File: src/rtl/trap_pkg.sv
// Shared constants and types for the machine-mode trap controller:
// CSR addresses, cause codes, mstatus bit positions and FSM state.
package trap_pkg;

  localparam logic [11:0] CsrMstatus = 12'h300;
  localparam logic [11:0] CsrMie     = 12'h304;
  localparam logic [11:0] CsrMtvec   = 12'h305;
  localparam logic [11:0] CsrMepc    = 12'h341;
  localparam logic [11:0] CsrMcause  = 12'h342;
  localparam logic [11:0] CsrMtval   = 12'h343;
  localparam logic [11:0] CsrMip     = 12'h344;

  localparam int unsigned CauseIllegal = 2;
  localparam int unsigned CauseLoadAf  = 5;
  localparam int unsigned CauseStoreAf = 7;
  localparam int unsigned CauseEcallM  = 11;
  localparam int unsigned IrqCauseBase = 16;

  localparam int unsigned MstatusMie  = 3;
  localparam int unsigned MstatusMpie = 7;

  typedef enum logic [1:0] {
    CsrOpNone  = 2'b00,
    CsrOpWrite = 2'b01,
    CsrOpSet   = 2'b10,
    CsrOpClear = 2'b11
  } csr_op_e;

  typedef enum logic [1:0] {
    StIdle,
    StSave,
    StRet
  } trap_state_e;

endpackage

File: src/rtl/trap_csr_file.sv
// Machine-mode trap CSRs: storage, read mux, WARL masking and set/clear.
// One WB write port; the trap-save and mret ports override same-cycle WB writes.
module trap_csr_file
  import trap_pkg::*;
#(
  parameter int unsigned     XLEN        = 32,
  parameter int unsigned     NUM_IRQ     = 4,
  parameter bit              VECTORED_EN = 1'b1,
  parameter logic [XLEN-1:0] MTVEC_RESET = '0
) (
  input  logic               clk,
  input  logic               rst,
  input  logic               we,
  input  logic [1:0]         op,
  input  logic [11:0]        addr,
  input  logic [XLEN-1:0]    wdata,
  output logic [XLEN-1:0]    rdata,
  input  logic [NUM_IRQ-1:0] irq,
  input  logic               save_en,
  input  logic [XLEN-1:0]    save_epc,
  input  logic [XLEN-1:0]    save_cause,
  input  logic [XLEN-1:0]    save_tval,
  input  logic               ret_en,
  output logic [XLEN-1:0]    mtvec,
  output logic [XLEN-1:0]    mepc,
  output logic [NUM_IRQ-1:0] mie,
  output logic               mstatus_mie
);

  logic               mstatus_mie_q, mstatus_mpie_q;
  logic [NUM_IRQ-1:0] mie_q;
  logic [XLEN-1:0]    mtvec_q, mepc_q, mcause_q, mtval_q;
  logic [XLEN-1:0]    wval;
  logic               wr_en;

  assign mtvec       = mtvec_q;
  assign mepc        = mepc_q;
  assign mie         = mie_q;
  assign mstatus_mie = mstatus_mie_q;
  assign wr_en       = we && (op != CsrOpNone);

  always_comb begin
    rdata = '0;
    case (addr)
      CsrMstatus: begin
        rdata[MstatusMie]  = mstatus_mie_q;
        rdata[MstatusMpie] = mstatus_mpie_q;
      end
      CsrMie:    rdata[NUM_IRQ-1:0] = mie_q;
      CsrMtvec:  rdata = mtvec_q;
      CsrMepc:   rdata = mepc_q;
      CsrMcause: rdata = mcause_q;
      CsrMtval:  rdata = mtval_q;
      CsrMip:    rdata[NUM_IRQ-1:0] = irq;
      default:   rdata = '0;
    endcase
  end

  // Set/clear operate on the visible (already masked) value of the target CSR.
  always_comb begin
    wval = rdata;
    case (op)
      CsrOpWrite: wval = wdata;
      CsrOpSet:   wval = rdata | wdata;
      CsrOpClear: wval = rdata & ~wdata;
      default:    wval = rdata;
    endcase
  end

  always_ff @(posedge clk) begin
    if (rst) begin
      mstatus_mie_q  <= 1'b0;
      mstatus_mpie_q <= 1'b0;
      mie_q          <= '0;
      mtvec_q        <= MTVEC_RESET;
      mepc_q         <= '0;
      mcause_q       <= '0;
      mtval_q        <= '0;
    end else begin
      if (wr_en) begin
        case (addr)
          CsrMstatus: begin
            mstatus_mie_q  <= wval[MstatusMie];
            mstatus_mpie_q <= wval[MstatusMpie];
          end
          CsrMie:    mie_q    <= wval[NUM_IRQ-1:0];
          CsrMtvec:  mtvec_q  <= {wval[XLEN-1:2], 1'b0, wval[0] & VECTORED_EN};
          CsrMepc:   mepc_q   <= {wval[XLEN-1:2], 2'b00};
          CsrMcause: mcause_q <= wval;
          CsrMtval:  mtval_q  <= wval;
          default: ;
        endcase
      end
      // Later assignments win, so trap save / mret beat the WB write above.
      if (save_en) begin
        mepc_q         <= save_epc & ~XLEN'(3);
        mcause_q       <= save_cause;
        mtval_q        <= save_tval;
        mstatus_mpie_q <= mstatus_mie_q;
        mstatus_mie_q  <= 1'b0;
      end
      if (ret_en) begin
        mstatus_mie_q  <= mstatus_mpie_q;
        mstatus_mpie_q <= 1'b1;
      end
    end
  end

endmodule

File: src/rtl/trap_ctrl.sv
// Machine-mode trap controller beside WB: prioritises exceptions and interrupts,
// flushes the pipe, saves trap state in one cycle and redirects IF.
module trap_ctrl
  import trap_pkg::*;
#(
  parameter int unsigned     XLEN        = 32,
  parameter int unsigned     NUM_IRQ     = 4,
  parameter bit              VECTORED_EN = 1'b1,
  parameter logic [XLEN-1:0] MTVEC_RESET = '0
) (
  input  logic               clk,
  input  logic               rst,
  input  logic               csr_we,
  input  logic [1:0]         csr_op,
  input  logic [11:0]        csr_addr,
  input  logic [XLEN-1:0]    csr_wdata,
  output logic [XLEN-1:0]    csr_rdata,
  input  logic [NUM_IRQ-1:0] irq,
  input  logic               illegal_inst,
  input  logic               l_access_fault,
  input  logic               s_access_fault,
  input  logic               ecall_m,
  input  logic               mret,
  input  logic [XLEN-1:0]    fault_addr,
  input  logic [XLEN-1:0]    epc_cur,
  input  logic [XLEN-1:0]    epc_next,
  output logic [XLEN-1:0]    pc_redirect,
  output logic               redirect_valid,
  output logic               flush_fd,
  output logic               flush_de,
  output logic               flush_em,
  output logic               flush_mw,
  output logic               regwrite_cancel,
  output logic               trap_busy
);

  trap_state_e state_q, state_d;

  logic [XLEN-1:0]    mtvec, mepc, base;
  logic [NUM_IRQ-1:0] mie, irq_act;
  logic               mstatus_mie;
  logic               exc, irq_pend, trap, latch, save_en, ret_en, wb_we;
  logic [4:0]         irq_idx;
  logic [XLEN-1:0]    cause_d, tval_d, epc_d, target_d;
  logic [XLEN-1:0]    cause_q, tval_q, epc_q, target_q;

  assign exc      = illegal_inst | ecall_m | l_access_fault | s_access_fault;
  assign irq_act  = irq & mie;
  assign irq_pend = mstatus_mie & (|irq_act);
  assign trap     = exc | irq_pend;
  assign base     = mtvec & ~XLEN'(3);

  // Descending scan so the lowest pending index is the last assignment.
  always_comb begin
    irq_idx = '0;
    for (int i = NUM_IRQ - 1; i >= 0; i--) begin
      if (irq_act[i]) irq_idx = 5'(i);
    end
  end

  always_comb begin
    cause_d  = '0;
    tval_d   = '0;
    epc_d    = epc_cur;
    target_d = base;
    if (illegal_inst) begin
      cause_d = XLEN'(CauseIllegal);
    end else if (ecall_m) begin
      cause_d = XLEN'(CauseEcallM);
    end else if (l_access_fault) begin
      cause_d = XLEN'(CauseLoadAf);
      tval_d  = fault_addr;
    end else if (s_access_fault) begin
      cause_d = XLEN'(CauseStoreAf);
      tval_d  = fault_addr;
    end else begin
      cause_d = {1'b1, (XLEN-1)'(IrqCauseBase + 32'(irq_idx))};
      epc_d   = epc_next;
      if (mtvec[0]) target_d = base + (XLEN'(IrqCauseBase + 32'(irq_idx)) << 2);
    end
  end

  always_comb begin
    state_d         = state_q;
    pc_redirect     = '0;
    redirect_valid  = 1'b0;
    flush_fd        = 1'b0;
    flush_de        = 1'b0;
    flush_em        = 1'b0;
    flush_mw        = 1'b0;
    regwrite_cancel = 1'b0;
    latch           = 1'b0;
    save_en         = 1'b0;
    ret_en          = 1'b0;
    wb_we           = csr_we;
    unique case (state_q)
      StIdle: begin
        if (trap) begin
          state_d         = StSave;
          flush_fd        = 1'b1;
          flush_de        = 1'b1;
          flush_em        = 1'b1;
          flush_mw        = 1'b1;
          regwrite_cancel = exc;
          latch           = 1'b1;
          // An interrupted WB instruction still commits its CSR write.
          if (exc) wb_we = 1'b0;
        end else if (mret) begin
          state_d  = StRet;
          flush_fd = 1'b1;
          flush_de = 1'b1;
          flush_em = 1'b1;
        end
      end
      StSave: begin
        state_d        = StIdle;
        redirect_valid = 1'b1;
        pc_redirect    = target_q;
        flush_fd       = 1'b1;
        save_en        = 1'b1;
      end
      StRet: begin
        state_d        = StIdle;
        redirect_valid = 1'b1;
        pc_redirect    = mepc;
        flush_fd       = 1'b1;
        ret_en         = 1'b1;
      end
      default: state_d = StIdle;
    endcase
  end

  assign trap_busy = (state_q != StIdle);

  always_ff @(posedge clk) begin
    if (rst) begin
      state_q  <= StIdle;
      cause_q  <= '0;
      tval_q   <= '0;
      epc_q    <= '0;
      target_q <= '0;
    end else begin
      state_q <= state_d;
      if (latch) begin
        cause_q  <= cause_d;
        tval_q   <= tval_d;
        epc_q    <= epc_d;
        target_q <= target_d;
      end
    end
  end

  trap_csr_file #(
    .XLEN        (XLEN),
    .NUM_IRQ     (NUM_IRQ),
    .VECTORED_EN (VECTORED_EN),
    .MTVEC_RESET (MTVEC_RESET)
  ) u_csr (
    .clk         (clk),
    .rst         (rst),
    .we          (wb_we),
    .op          (csr_op),
    .addr        (csr_addr),
    .wdata       (csr_wdata),
    .rdata       (csr_rdata),
    .irq         (irq),
    .save_en     (save_en),
    .save_epc    (epc_q),
    .save_cause  (cause_q),
    .save_tval   (tval_q),
    .ret_en      (ret_en),
    .mtvec       (mtvec),
    .mepc        (mepc),
    .mie         (mie),
    .mstatus_mie (mstatus_mie)
  );

endmodule

File: config.mk
export PLATFORM = sky130hd
export DESIGN_NAME = trap_ctrl
export DESIGN_NICKNAME = d
export VERILOG_FILES = /design/src/rtl/trap_pkg.sv /design/src/rtl/trap_csr_file.sv /design/src/rtl/trap_ctrl.sv
export SDC_FILE = /design/constraint.sdc
export NUM_CORES = 1
export LEC_CHECK = 0
export ABC_AREA = 1
export ABC_CLOCK_PERIOD_IN_PS = 2700
export CAP_MARGIN = 0
export CORE_MARGIN = 1
export CORE_UTILIZATION = 50
export CTS_CLUSTER_DIAMETER = 200
export DETAILED_ROUTE_END_ITERATION = 8
export PLACE_DENSITY = 0.81
export SYNTH_ARGS = -nofsm -noshare
export SYNTH_HDL_FRONTEND = slang
export SYNTH_HIERARCHICAL = 1
export SYNTH_SLANG_ARGS = --single-unit
export TNS_END_PERCENT = 30
File: constraint.sdc
create_clock -name clk -period 2.7 [get_ports clk]
set_input_delay 0.675 -clock clk [delete_from_list [all_inputs] [get_ports clk]]
set_output_delay 0.675 -clock clk [all_outputs]
set_load 0.005 [all_outputs]
==> flow_summary_export.csv <==
group,metric,value,unit
status,violations,"setup timing",
die,start_util,0.508,
synth,ys_warn_count,6,
synth,syn-instance-count,1872,
drt,drc,0,
worst_setup_path,worstPathRequired,2030,ps
clock_tree,cts-buffers-inserted,25,
global_routing,grt_antenna_before_repair,0,
clock_tree,cts_sinks,230,
sta,timing.final.setup_violations,6,
cells_and_area,area_growth,40.5,%
clock_tree,htreeDepth,1,
global_routing,grt_usage,0.362,
placement,gp_congestion,0.966,
cells_and_area,finalNetCount,2351,
global_routing,grt_pass1_vias,13400,
power_and_ir_drop,p_per_area,527,mW/mm²
worst_hold_path,min_path_type,"reg2reg",
worst_setup_path,crit_type,"in2out",
clock_tree,clk_pin_slew,60,ps
drt,post_drt_via_cell_ratio,5.72,
worst_setup_path,timing.rr.start,"u_csr/mie[3]$_SDFFE_PP0P_",
drt,wl_per_cell,18.6,µm
worst_setup_path,crit_start,"csr_addr[3]",
global_routing,grt_max_degree,67,
global_routing,grt_pass1_wl,73100,µm
cells_and_area,drive_above_1_share,0.183,
sta,rsz0062_at_grt,"true",
placement,place_ws,-673,ps
worst_setup_path,start_kind,"input pin",
sta,hold_viol,0,
worst_hold_path,min-delay-start,"tval_q[7]$_SDFFE_PP0P_",
sta,fmax,366,MHz
status,status,"finished with violations",
sta,worstMarginPinSlew,775,ps
power_and_ir_drop,vdd_drop_max,0.519,mV
worst_setup_path,cp.arrival,2060,ps
synth,synth_area,0.0123,mm²
cells_and_area,antenna_cells,0,
placement,placedInstanceArea,0.0156,mm²
global_routing,grt_remaining_overflow,0,
synth,avgSynthCellArea,6.59,µm²
die,rows,57,
drt,drtAntennaViolNets,0,
cells_and_area,n_fill_cell,2044,
placement,port_buffers,218,
die,die_w,159,µm
die,dieArea,0.0253,mm²
drt,drt_wl_total,47200,µm
sta,slew_violations,0,
clock_tree,clock_latency,530,ps
cells_and_area,final_area,0.0173,mm²
die,die_h,159,µm
drt,first_pass_iters,5,
die,core,0.0242,mm²
sta,skew,9.49,ps
worst_setup_path,critPathMaxFanout,5,
clock_tree,ctsRootBufferMaster,"clkbuf_16",
drt,dr_total_vias,14500,
cells_and_area,final_cells,2533,
sta,post-route-period-util,1.01,
die,ios,225,
worst_setup_path,endpoint_kind,"primary output",
placement,place_inst,2427,
clock_tree,tritoncts,"yes",
run,max-cap-violations,0,
power_and_ir_drop,leakage,0.00753,µW
drt,drtIter0Drc,1656,
clock_tree,ctsHoldBuffers,0,
sta,whs,461,ps
sta,post-route-min-period,2730,ps
sta,slew_headroom,0.484,
clock_tree,clockBufferDepth,3,
sta,setup_slack,-33.2,ps
sta,fin_tns_setup,-84.8,ps
placement,hpwl,32800,µm
state kept, by name, indices dropped and copies added, names as in the netlist:
register              count
u_csr/mcause_q           32
target_q                 30
u_csr/mstatus_mie         1
u_csr/mtval_q            32
u_csr/mtvec              31
cause_q                   5
u_csr/mepc               30
tval_q                   32
u_csr/mstatus_mpie_q      1
state_q                   2
epc_q                    30
u_csr/mie                 4
per-stage QoR:
step,total power (µW),utilization
2_1_floorplan,4450,-
3_3_place_gp,5080,0.641
3_5_place_dp,5100,0.641
4_1_cts,9070,0.709
5_1_grt,9410,0.714
6_report,9130,0.714
critical path, cell delays in order:
cell	delay, ps
clkdlybuf4s15_1	170
inv_2	40
nand2_2	80
nor2_1	50
buf_4	130
and2_4	150
buf_12	140
buf_8	120
nand2_1	70
nand4_1	210
buf_2	210
area by class of cell:
class / instances / area [µm²] / share of cell area
tap: 324 / 405 / 0.0234
inverter: 161 / 617 / 0.0356
clock inverter: 15 / 287 / 0.0165
timing repair buffer: 392 / 3740 / 0.216
multi-input combinational: 1380 / 6970 / 0.403
clock buffer: 31 / 678 / 0.0391
sequential: 230 / 4620 / 0.267
placed cells by master, fill, tap and decap left out, drive strengths merged, types with 9 or more instances in the layout:
cell type / instances
nand4: 38
o21ai: 228
dfxtp: 230
nand3: 83
a21oi: 308
clkbuf: 41
buf: 206
dlygate4sd2: 33
clkdlybuf4s50: 133
nor3: 9
inv: 160
nand2: 539
nor2: 80
xor2: 10
conb: 28
a31oi: 33
where the power goes:
group / switching, µW / internal (µW)
registers: 171 / 3610
logic: 789 / 549
clock network: 1460 / 2550
final timing paths:
| check | depth (start not counted) | slack (ps) | endpoint |
|---|---|---|---|
| max | 11 | -30 | csr_rdata[8] |
| min | 2 | 460 | tval_q[7]$_SDFFE_PP0P_ |
| max reg2reg | 18 | 70 | state_q[0]$_SDFFE_PP0N_ |
| min reg2reg | 2 | 460 | tval_q[7]$_SDFFE_PP0P_ |
routing by layer:
layer  GRT usage  part of all wire  vias up
li1            -                 -     6808
met1       0.504              0.43     6742
met2       0.557              0.44      851
met3      0.0847              0.11       99
met4       0.105             0.027        0
met5           0                 0        -
what timing repair did:
item | in CTS | in global routing
setup buffers | 52 | 6
endpoints found under the hold margin | 0 | 0
pin swaps | 22 | 17
endpoints found under the setup margin | 71 | 61
resized for setup | 273 | 63
cloned | 4 | 0
Note: power is estimated with default switching activity, not from simulation.
